<file path="src/rtl/cache_pkg.sv">
// Shared cache geometry and miss-controller state encoding.
// Used by cache_4way_64KB and its miss handler so both agree on line layout.
// Byte address layout: [ADDR_W-1:OFS] line tag/index, [OFS-1:2] word, [1:0] byte.
package cache_pkg;

    localparam int LINE_WORDS = 4;
    localparam int DATA_W     = 32;
    localparam int ADDR_W     = 32;
    localparam int IDX_W      = $clog2(LINE_WORDS);
    localparam int OFS        = IDX_W + 2;

    // Miss controller FSM encoding, kept as plain constants for older tools.
    localparam logic [1:0] ST_IDLE = 2'd0;
    localparam logic [1:0] ST_WB   = 2'd1;
    localparam logic [1:0] ST_RD   = 2'd2;
    localparam logic [1:0] ST_DONE = 2'd3;

endpackage

</file>
<file path="src/rtl/cache_miss_ctrl.sv">
// Purpose: serialise one cache miss: dirty victim write-back, then critical-word-first line fetch.
// Latency: clean miss with 0-wait memory gives fill beats 2..LINE_WORDS+1 cycles after the request.
// Backpressure: memory beats hold stable until iMemAck; new misses are dropped while oBusy=1.
module cache_miss_ctrl #(
    parameter int   LINE_WORDS = cache_pkg::LINE_WORDS,
    parameter int   DATA_W     = cache_pkg::DATA_W,
    parameter int   ADDR_W     = cache_pkg::ADDR_W,
    localparam int  CNT_W      = $clog2(LINE_WORDS),
    localparam int  OFS_W      = CNT_W + 2
) (
    input  logic                         clk,
    input  logic                         resetn,
    input  logic                         iMissReq,
    input  logic [ADDR_W-1:0]            iMissAddr,
    input  logic                         iEvictDirty,
    input  logic [ADDR_W-1:0]            iEvictAddr,
    input  logic [LINE_WORDS*DATA_W-1:0] iEvictLine,
    output logic                         oBusy,
    output logic                         oFillValid,
    output logic [CNT_W-1:0]             oFillIdx,
    output logic [DATA_W-1:0]            oFillData,
    output logic                         oFillDone,
    output logic                         oMemReq,
    output logic                         oMemWe,
    output logic [ADDR_W-1:0]            oMemAddr,
    output logic [DATA_W-1:0]            oMemWData,
    input  logic                         iMemAck,
    input  logic [DATA_W-1:0]            iMemRData
);

    import cache_pkg::*;

    localparam logic [CNT_W-1:0] LAST_IDX = CNT_W'(LINE_WORDS - 1);

    logic [1:0]                   state;
    logic [CNT_W-1:0]             cnt;       // word index of the beat on the bus (wraps)
    logic [CNT_W-1:0]             beats;     // read acks taken so far in this miss
    logic [ADDR_W-1:0]            missAddr;
    logic [ADDR_W-1:0]            evictAddr;
    logic [LINE_WORDS*DATA_W-1:0] evictLine;

    // FSM, beat counters, request latch and registered fill beat.
    always_ff @(posedge clk or negedge resetn) begin
        if (!resetn) begin
            state      <= ST_IDLE;
            cnt        <= '0;
            beats      <= '0;
            missAddr   <= '0;
            evictAddr  <= '0;
            evictLine  <= '0;
            oFillValid <= 1'b0;
            oFillDone  <= 1'b0;
            oFillIdx   <= '0;
            oFillData  <= '0;
        end else begin
            oFillValid <= 1'b0;
            oFillDone  <= 1'b0;
            case (state)
                ST_IDLE: begin
                    if (iMissReq) begin
                        missAddr  <= iMissAddr;
                        evictAddr <= iEvictAddr;
                        evictLine <= iEvictLine;
                        beats     <= '0;
                        if (iEvictDirty) begin
                            state <= ST_WB;
                            cnt   <= '0;
                        end else begin
                            state <= ST_RD;
                            cnt   <= iMissAddr[OFS_W-1:2];
                        end
                    end
                end
                ST_WB: begin
                    if (iMemAck) begin
                        if (cnt == LAST_IDX) begin
                            // Straight into the fetch, starting at the critical word.
                            state <= ST_RD;
                            cnt   <= missAddr[OFS_W-1:2];
                        end else begin
                            cnt <= cnt + 1'b1;
                        end
                    end
                end
                ST_RD: begin
                    if (iMemAck) begin
                        oFillValid <= 1'b1;
                        oFillIdx   <= cnt;
                        oFillData  <= iMemRData;
                        cnt        <= cnt + 1'b1;   // power-of-2 width gives the line wrap
                        beats      <= beats + 1'b1;
                        if (beats == LAST_IDX) begin
                            state     <= ST_DONE;
                            oFillDone <= 1'b1;
                        end
                    end
                end
                default: begin
                    state <= ST_IDLE;
                end
            endcase
        end
    end

    // Memory-side outputs decode from state and counter, so they only move on ack or state change.
    always_comb begin
        oBusy     = (state != ST_IDLE);
        oMemReq   = 1'b0;
        oMemWe    = 1'b0;
        oMemAddr  = '0;
        oMemWData = '0;
        if (state == ST_WB) begin
            oMemReq   = 1'b1;
            oMemWe    = 1'b1;
            oMemAddr  = {evictAddr[ADDR_W-1:OFS_W], cnt, 2'b00};
            oMemWData = evictLine[cnt*DATA_W +: DATA_W];
        end else if (state == ST_RD) begin
            oMemReq  = 1'b1;
            oMemAddr = {missAddr[ADDR_W-1:OFS_W], cnt, 2'b00};
        end
    end

endmodule

</file>
<file path="config.mk">
export PLATFORM = sky130hd
export DESIGN_NAME = cache_miss_ctrl
export DESIGN_NICKNAME = d
export VERILOG_FILES = /design/src/rtl/cache_pkg.sv /design/src/rtl/cache_miss_ctrl.sv
export SDC_FILE = /design/constraint.sdc
export NUM_CORES = 1
export LEC_CHECK = 0
export BUFFER_PORTS_ARGS = -buffer_cell sky130_fd_sc_hd__buf_2
export CAP_MARGIN = 20
export CORE_MARGIN = 2
export CORE_UTILIZATION = 30
export CTS_CLUSTER_SIZE = 14
export DETAILED_ROUTE_END_ITERATION = 10
export PLACE_DENSITY = 0.62
export SETUP_SLACK_MARGIN = 0.02
export SYNTH_ARGS = -nofsm -noshare
export SYNTH_HDL_FRONTEND = slang
export SYNTH_SLANG_ARGS = --single-unit
</file>
<file path="constraint.sdc">
create_clock -name clk -period 1.7 [get_ports clk]
set_input_delay 0.34 -clock clk [delete_from_list [all_inputs] [get_ports clk]]
set_output_delay 0.34 -clock clk [all_outputs]
set_load 0.05 [all_outputs]
</file>
; ---- Word-level counts from Yosys, hierarchy flattened
; Cells that the tools add are included.
[totals]
ram_bits = 0
latchBits = 0
wordCells = 58
n_memories = 0
out_inout_bits = 103
romBits = 0
inputBits = 229
reg_bits = 234
[op_classes]
muxes = 27
bitwise_logic = 0
n_div = 0
shifts = 1
n_eq_ne = 9
n_reduce_logical = 9
order_cmp = 0
addsub = 2
multipliers = 0
[ops]
columns = operator, n
row1 = indexed part select 128 x 8 -> 32 bit, 1
row2 = 2-to-1 mux 32 bit, 3
row3 = 2-to-1 mux 2 bit, 13
row4 = case mux 2 bit (3 select lines), 2
row5 = "!= test 2 bit, second input constant", 5
row6 = 2-to-1 mux 1 bit, 8
row7 = "equality test 2 bit, second input constant", 3
row8 = AND reduction 5 bit, 1
row9 = "adder 2 x 1 -> 2 bit, second input constant", 2
row10 = case mux 2 bit (2 select lines), 1
row11 = AND reduction 2 bit, 2
row12 = AND reduction 4 bit, 1
row13 = nonzero test 2 bit, 2
row14 = AND reduction 3 bit, 1
row15 = nonzero test 3 bit, 1
row16 = "equality test 2 x 1 -> 1 bit, second input constant", 1
row17 = zero test 2 bit, 1

; ---- Depth between registers and ports, before layout
; Gate-level depths: netlist (run 1).
[logic_depth]
ltp_word = 4
mapped_depth = 7
ltp_nobuf = 5

; ---- Least setup slack after synthesis (run 1)
; OpenSTA, ideal clock, no wires.
[synth_path]
path_kind = register to output
start = register state[1]
end = output port oMemAddr[29]
required_ns = 1.360
n_path_buf = 2
setup_slack_ns = -1.031
arrival_time_ns = 2.391
stages_incl_launch_ff = 6
cell_sequence = dfrtp_1 inv_1 ha_1 buf_2 clkbuf_1 o21ai_0
[synth_via]
elab_chain_cells = 3
elab_cells_between_ends = 4
classes_between = 2 x eq/ne / 2 x mux
[synth_lines]
columns = item, line
row1 = start: declaration, cache_miss_ctrl.sv:35  ; logic [1:0] state;
row2 = start signal: assignment, cache_miss_ctrl.sv:45  ; state <= ST_IDLE;
row3 = start signal: assignment, cache_miss_ctrl.sv:66  ; state <= ST_WB;
row4 = start signal: assignment, cache_miss_ctrl.sv:69  ; state <= ST_RD;
row5 = equality test 2 bit, cache_miss_ctrl.sv:117  ; end else if (state == ST_RD) begin
row6 = 2-to-1 mux 32 bit, cache_miss_ctrl.sv:117
row7 = 2-to-1 mux 32 bit *, cache_miss_ctrl.sv:112  ; if (state == ST_WB) begin
row8 = end: declaration, cache_miss_ctrl.sv:25  ; output logic [ADDR_W-1:0] oMemAddr,
; Mark *: on every way between the ends. The rest lies on a longest branch, timed or not.

; ---- Final worst setup path (run 1)
[layout_path]
start = register cnt[0]
end = output port oMemWData[18]
[layout_via]
elab_chain_cells = 2
[layout_lines]
columns = item, line
row1 = start: declaration, cache_miss_ctrl.sv:36  ; logic [CNT_W-1:0] cnt;
row2 = start signal: assignment, cache_miss_ctrl.sv:70  ; cnt <= iMissAddr[OFS_W-1:2];
row3 = start signal: assignment, cache_miss_ctrl.sv:79  ; cnt <= missAddr[OFS_W-1:2];
row4 = start signal: assignment, cache_miss_ctrl.sv:81  ; cnt <= cnt + 1'b1;
row5 = indexed part select 128 x 8 -> 32 bit, cache_miss_ctrl.sv:116  ; oMemWData = evictLine[cnt*DATA_W +: DATA_W];
row6 = 2-to-1 mux 32 bit, cache_miss_ctrl.sv:112
row7 = end: declaration, cache_miss_ctrl.sv:26  ; output logic [DATA_W-1:0] oMemWData,
; Every way passes these cells.

==> results of run 1 <==
[logic make-up after synthesis]
kind of cell,Yosys count,share of synthesized area
other cells,1,0.0003684
simple gates,105,0.05003
buf+inv,54,0.03602
compound gates,42,0.02336
flops,228,0.5605
mux,256,0.3199
fa+ha+maj,8,0.009834
[state kept, by name, indices dropped and copies added, names as in the netlist]
name        count
beats           2
cnt             2
evictAddr      28
evictLine     128
missAddr       30
oFillData      32
oFillDone       1
oFillIdx        2
oFillValid      1
state           2
[placed cells by master (no fill, tap or decap), types with 3 or more instances in the layout]
cell / Yosys / layout
buf_12: 2 / 49
buf_2: 18 / 257
mux4_2: 28 / 31
buf_4: 3 / 23
ha_1: 8 / 3
mux2_4: 0 / 189
diode_2: 0 / 5
nand2_2: 2 / 17
clkbuf_16: 0 / 37
mux2_2: 81 / 33
dfrtp_1: 228 / 225
clkbuf_8: 0 / 9
nand2_4: 0 / 26
ha_4: 0 / 4
nand2_8: 0 / 5
clkbuf_1: 11 / 4
buf_6: 13 / 86
inv_1: 7 / 3
and2_4: 0 / 31
buf_8: 0 / 27
o21ai_4: 0 / 28
dlygate4sd3_1: 0 / 70
dfrtp_2: 0 / 3
nand2_1: 58 / 15
buf_16: 0 / 17
clkinv_2: 0 / 6
[worst register-to-register path, cell delays in order (launching register included)]
cell and delay [ns]:
dfrtp_2 0.38, buf_6 0.11, clkinv_4 0.05, buf_6 0.11, buf_6 0.10, buf_6 0.10, buf_6 0.11, ha_4 0.17
buf_12 0.14, buf_12 0.14, nand2_8 0.12, buf_12 0.13, buf_16 0.13, mux2_4 0.31
[path summary, 6_finish.rpt]
path | end
max in group asynchronous | missAddr[5]
min in group asynchronous | evictLine[116]
hold reg to reg | oFillData[18]
hold / removal | evictLine[10]
setup reg to reg | evictLine[120]
setup / recovery | oMemWData[18]
[metal layers]
layer	up-vias	global-route usage
met5	-	0
met4	2	0.07541
met3	86	0.03204
met2	256	0.3074
met1	4080	0.2184
li1	3539	-
[where the power goes]
group          internal, uW  switching [uW]
clock                  3800            2400
sequential             8240            1780
combinational         13300           11400
total                 25300           15600
[layout make-up]
class	count	area, um2
Antenna cell	5	12.51
Timing Repair Buffer	538	5215
Inverter	7	33.78
Sequential cell	228	5709
Multi-Input combinational cell	416	5670
Fill cell	2639	15280
Tap cell	448	560.5
Clock inverter	10	106.4
Clock buffer	42	864.6
[through the flow]
stage | utilization | worst slack (ns) | instances | hold WS, ns | instance area (um2)
2_1_floorplan | - | -0.06687 | 695 | 0.04441 | 10710
3_3_place_gp | 0.3937 | -0.2370 | 1470 | 0.2967 | 13170
3_5_place_dp | 0.3937 | -0.2578 | 1470 | 0.2915 | 13170
4_1_cts | 0.5166 | -0.8010 | 1674 | 0.0004658 | 17280
5_1_grt | 0.5432 | -0.8092 | 1693 | -0.001826 | 18170
6_report | 0.5433 | -0.7538 | 1694 | 0.02544 | 18170
[timing repair]
action                                  4_1_cts  5_1_grt
hold buffers                                 70        0
gates resized for setup                     341      209
pin swaps                                    40       29
gates cloned                                 27       10
buffers inserted                             57       25
endpoints found under the setup margin      219      291
hold endpoints to repair                    106        0
==> impl_metrics.toml, run 1 <==
[yosys]
yosys-top-cells-count = "dfrtp_1, mux2_1, mux2_2"
synth-edff-count = 0
synthArstFlopShare = 1.000
ys_seq_area_frac = 0.5605
yosysMostFrequentCell = "dfrtp_1"
syn_area_mm2 = 0.01018
synth_warnings = 0
synth_top_cell_area_share = 0.5605
synth_cell_types = 32
ys_ff_latch = 228
synthCells = 694
yosys-top-cells-area = "dfrtp_1, mux2_1, mux2_2, mux4_2, nand2_1"
avgSynthCellArea_um2 = 14.67
ys.flop_type = "dfrtp_1"
yosysTopAreaCell = "dfrtp_1"

[clocking]
cts-root-buf = "clkbuf_16"
cts_buffers = 28
max-clock-path-buffers = 3
htree_levels = 1
cts_sinks = 228
cts_tree = "yes"
insertion_delay_ns = 0.54
clk_pin_slew_ns = 0.06

[detailed_routing]
met3_wirelength_um = 1663
drc = 0
met2WireLength_um = 17230
drtIter0Drc = 241
ant_nets = 0
routed_wl_um = 34270
avgViaCountPerCell = 4.701
drt-met1-wl_um = 13840
wl_per_cell_um = 20.23
dr_total_vias = 7963
drtPass1Iterations = 6
top_layer = "met5"

[critical_path]
start_kind = "register"
path_buf_inv = 3
worst_r2r_path_depth = 13
critPathMostFrequentCell = "buf_12"
cp_num_cells = 5
crit_chain = "buf_12 > buf_12 > mux4_2 > and2_4 > buf_6"
startpoint = "cnt[0]"
max_stage_delay_ns = 0.50
worst-path-max-fanout = 8
endpoint_kind = "output pin"
critPathSlowestCell = "mux4_2"
timing.rr.start = "state[0]"
arrival_ns = 2.11
worstSetupPathType = "reg2out"
ff2ff_setup_slack_ns = -0.51
cp_top_family = "multiplexers"
critPathRequiredTime_ns = 1.36

[run_status]
status = "finished with violations"
failed_checks = "negative setup slack"

[sta]
tns_ns = -127.95
hold_violations = 0
fin_skew_ns = 0.006123
setup_ws_ns = -0.7538
maxClockFrequency_mhz = 407.5
finalSetupViolCount = 258
period_minus_slack_ns = 2.454
rsz0062_at_grt = "true"
fin_crit_sh = 1.443
finalMaxSlewViolations = 0

[grt]
overflow = 0
first_global_vias = 8771
track_usage = 0.1778
grt_start_max_net_pins = 47
grt_pass1_wl_um = 49510
antenna_found_initial = 6

[floorplanning]
core_area_mm2 = 0.03345
die-area_mm2 = 0.03542
die_h_um = 188.2
pin_count = 332
start_util = 0.3043
chipWidth_um = 188.2
rows = 67

[worst_hold_path]
worst_hold_path_type = "in2reg"
hold_start = "iEvictLine[10]"
worstHoldPathCells = 2

[power]
power_density_mw_per_mm2 = 2250
p_leak_uw = 0.008952
peakVddDrop_v = 0.001338
total_power_uw = 40890

[cells_and_area]
layout-drive-gt1-share = 0.7260
area_growth_pct = 78.54
fin_nets = 1456

[run]
cap_violations = 0

[place]
hpwl_um = 18810
port-buffer-count = 323
gp_congestion = 0.7552
Note: power is estimated with default switching activity, not from simulation.
==> run 2: changes to the inputs <==
--- a/config.mk
+++ b/config.mk
@@ -7,6 +7,7 @@
 export LEC_CHECK = 0
 export BUFFER_PORTS_ARGS = -buffer_cell sky130_fd_sc_hd__buf_2
 export CAP_MARGIN = 20
+export CORE_ASPECT_RATIO = 1.5
 export CORE_MARGIN = 2
 export CORE_UTILIZATION = 30
 export CTS_CLUSTER_SIZE = 14
==> run 2 against run 1 <==
The run still ends with negative setup slack left. Clock power down 7.6%. Fmax rose by 2.9%. Cell count down 6.6%. Register-to-register slack better by 0.26 ns. Via count decreased by 5.3%. Core utilization is 2.5 points lower. Clock skew up 0.014 ns. Hold slack better by 0.011 ns. Critical path depth did not move. Non-clock buffer count is 73 lower. First-iteration DRC count is 5.4% higher. Largest power group unchanged.
==> impl_metrics.toml, run 2 (synthesis results as in run 1) <==
[place]
dp.cells = 1444
hpwl_um = 20020
gp_congestion = 0.7921
port-buffer-count = 323

[critical_path]
start_kind = "register"
endpoint_kind = "output pin"
max_stage_delay_ns = 0.50
critPathSlowestCell = "mux4_2"
critPathRequiredTime_ns = 1.36
worstSetupPathType = "reg2out"
crit_chain = "buf_4 > buf_12 > mux4_2 > and2_4 > buf_8"
cp_top_family = "multiplexers"
path_buf_inv = 3
worst-path-max-fanout = 8
arrival_ns = 2.05

[sta]
hold_violations = 0
setup_ws_ns = -0.6858
fin_skew_ns = 0.02022
period_minus_slack_ns = 2.386
rsz0062_at_grt = "true"
whs_ns = 0.03640
maxClockFrequency_mhz = 419.2
finalSetupViolCount = 292
fin_crit_sh = 1.403
finalMaxSlewViolations = 0

[power]
switching_share = 0.3831
switching_power_uw = 15330
total_power_uw = 40010
comb_power_share = 0.606
p_seq_frac = 0.251
peakVddDrop_v = 0.001059
p_leak_uw = 0.008637
power_density_mw_per_mm2 = 2307
internal_power_uw = 24690
pwr-share-clk = 0.143

[cells_and_area]
mostFrequentLayoutCells = "buf_2, dfrtp_1, mux2_4"
fin_nets = 1377
top_register = "evictLine"
largest_register_ffs = 128
final_common_cell = "buf_2"
reg_top3 = "evictLine x128, oFillData x32, missAddr x30"
final_util = 0.5185
final_cells = 1582
area_growth_pct = 70.37
layout-drive-gt1-share = 0.7668

[grt]
overflow = 0
grt_start_max_net_pins = 63
track_usage = 0.1801
grt_pass1_wl_um = 49280
antenna_found_initial = 5
first_global_vias = 8504

[detailed_routing]
drtPass1Iterations = 4
drc = 0
avgViaCountPerCell = 4.764
drtIter0Drc = 254
ant_nets = 0
wl_per_cell_um = 21.14
routed_wl_um = 33450
dr_total_vias = 7537

[worst_hold_path]
worst_hold_path_type = "in2reg"

[run_status]
status = "finished with violations"
failed_checks = "negative setup slack"

[clocking]
cts_buffers = 25
htree_levels = 1
cts_sinks = 228
insertion_delay_ns = 0.53
clk_pin_slew_ns = 0.06
cts_tree = "yes"
max-clock-path-buffers = 3
cts-root-buf = "clkbuf_16"

[floorplanning]
start_util = 0.3043
pin_count = 332
rows = 82
die-area_mm2 = 0.03545
chipWidth_um = 154.4
die_h_um = 229.6
core_area_mm2 = 0.03345

[run]
cap_violations = 0
[run 2: cell types whose count changed in the layout (fill, tap and decap cells not counted), sizes merged, moves of 2 or more]
| cell | change |
|---|---|
| dlygate4sd3 | -66 |
| clkbuf | -15 |
| nand2 | -3 |
| inv | +2 |
[run 2: path summary, 6_finish.rpt]
check | start | to | slack (ns) | depth (start not counted)
setup / recovery | cnt[0] | oMemWData[31] | -0.69 | 5
hold / removal | iMissAddr[10] | missAddr[10] | 0.04 | 2
setup reg to reg | state[0] | beats[0] | -0.25 | 10
hold reg to reg | evictLine[48] | evictLine[48] | 0.50 | 1
max in group asynchronous | resetn | state[0] | 0.80 | 3
min in group asynchronous | resetn | evictLine[13] | 0.25 | 2
[run 2: power groups by stage]
| stage | clock network, uW | logic (uW) | registers, uW |
|---|---|---|---|
| floorplan | 0 | 10700 | 10800 |
| global placement | 0 | 15500 | 9570 |
| detailed placement | 0 | 15700 | 9710 |
| CTS | 5880 | 23000 | 9840 |
| global route | 6100 | 25300 | 10400 |
| finish | 5730 | 24200 | 10100 |
[run 2: per-layer routing]
metal / vias to the layer above / GRT usage / share of wire / routed length, um
met4: 2 / 0.06250 / 0.027 / 906
met1: 3892 / 0.2026 / 0.37 / 12500
met2: 227 / 0.3369 / 0.55 / 18350
li1: 3359 / - / - / -
met5: - / 0 / 0.00039 / 13
met3: 57 / 0.03482 / 0.050 / 1679
[run 2: per-stage QoR]
step           worst slack [ns]  instance area (um2)  setup TNS (ns)
6_report                -0.6858                17340          -73.68
5_1_grt                 -0.7747                17340          -85.89
4_1_cts                 -0.7924                16920          -78.43
3_5_place_dp            -0.3170                13180          -11.40
3_3_place_gp            -0.2708                13180          -11.11
2_1_floorplan          -0.06687                10710         -0.8506
[run 2: what timing repair did]
item | 4_1_cts | 5_1_grt
pin swaps | 47 | 45
hold buffers | 4 | 0
setup buffers | 50 | 20
resized for setup | 434 | 146
endpoints found under the setup margin | 245 | 291
endpoints found under the hold margin | 93 | 0
cloned | 32 | 6
[run 2: area by class of cell]
cell class,instances,area (um2)
inverters,7,28.78
clock inverters,13,153.9
fillers,2674,16110
clock buffers,32,711.9
diodes,4,10.01
well taps,420,525.5
repair buffers,465,4507
flip-flops and latches,228,5709
multi-input cells,413,5695
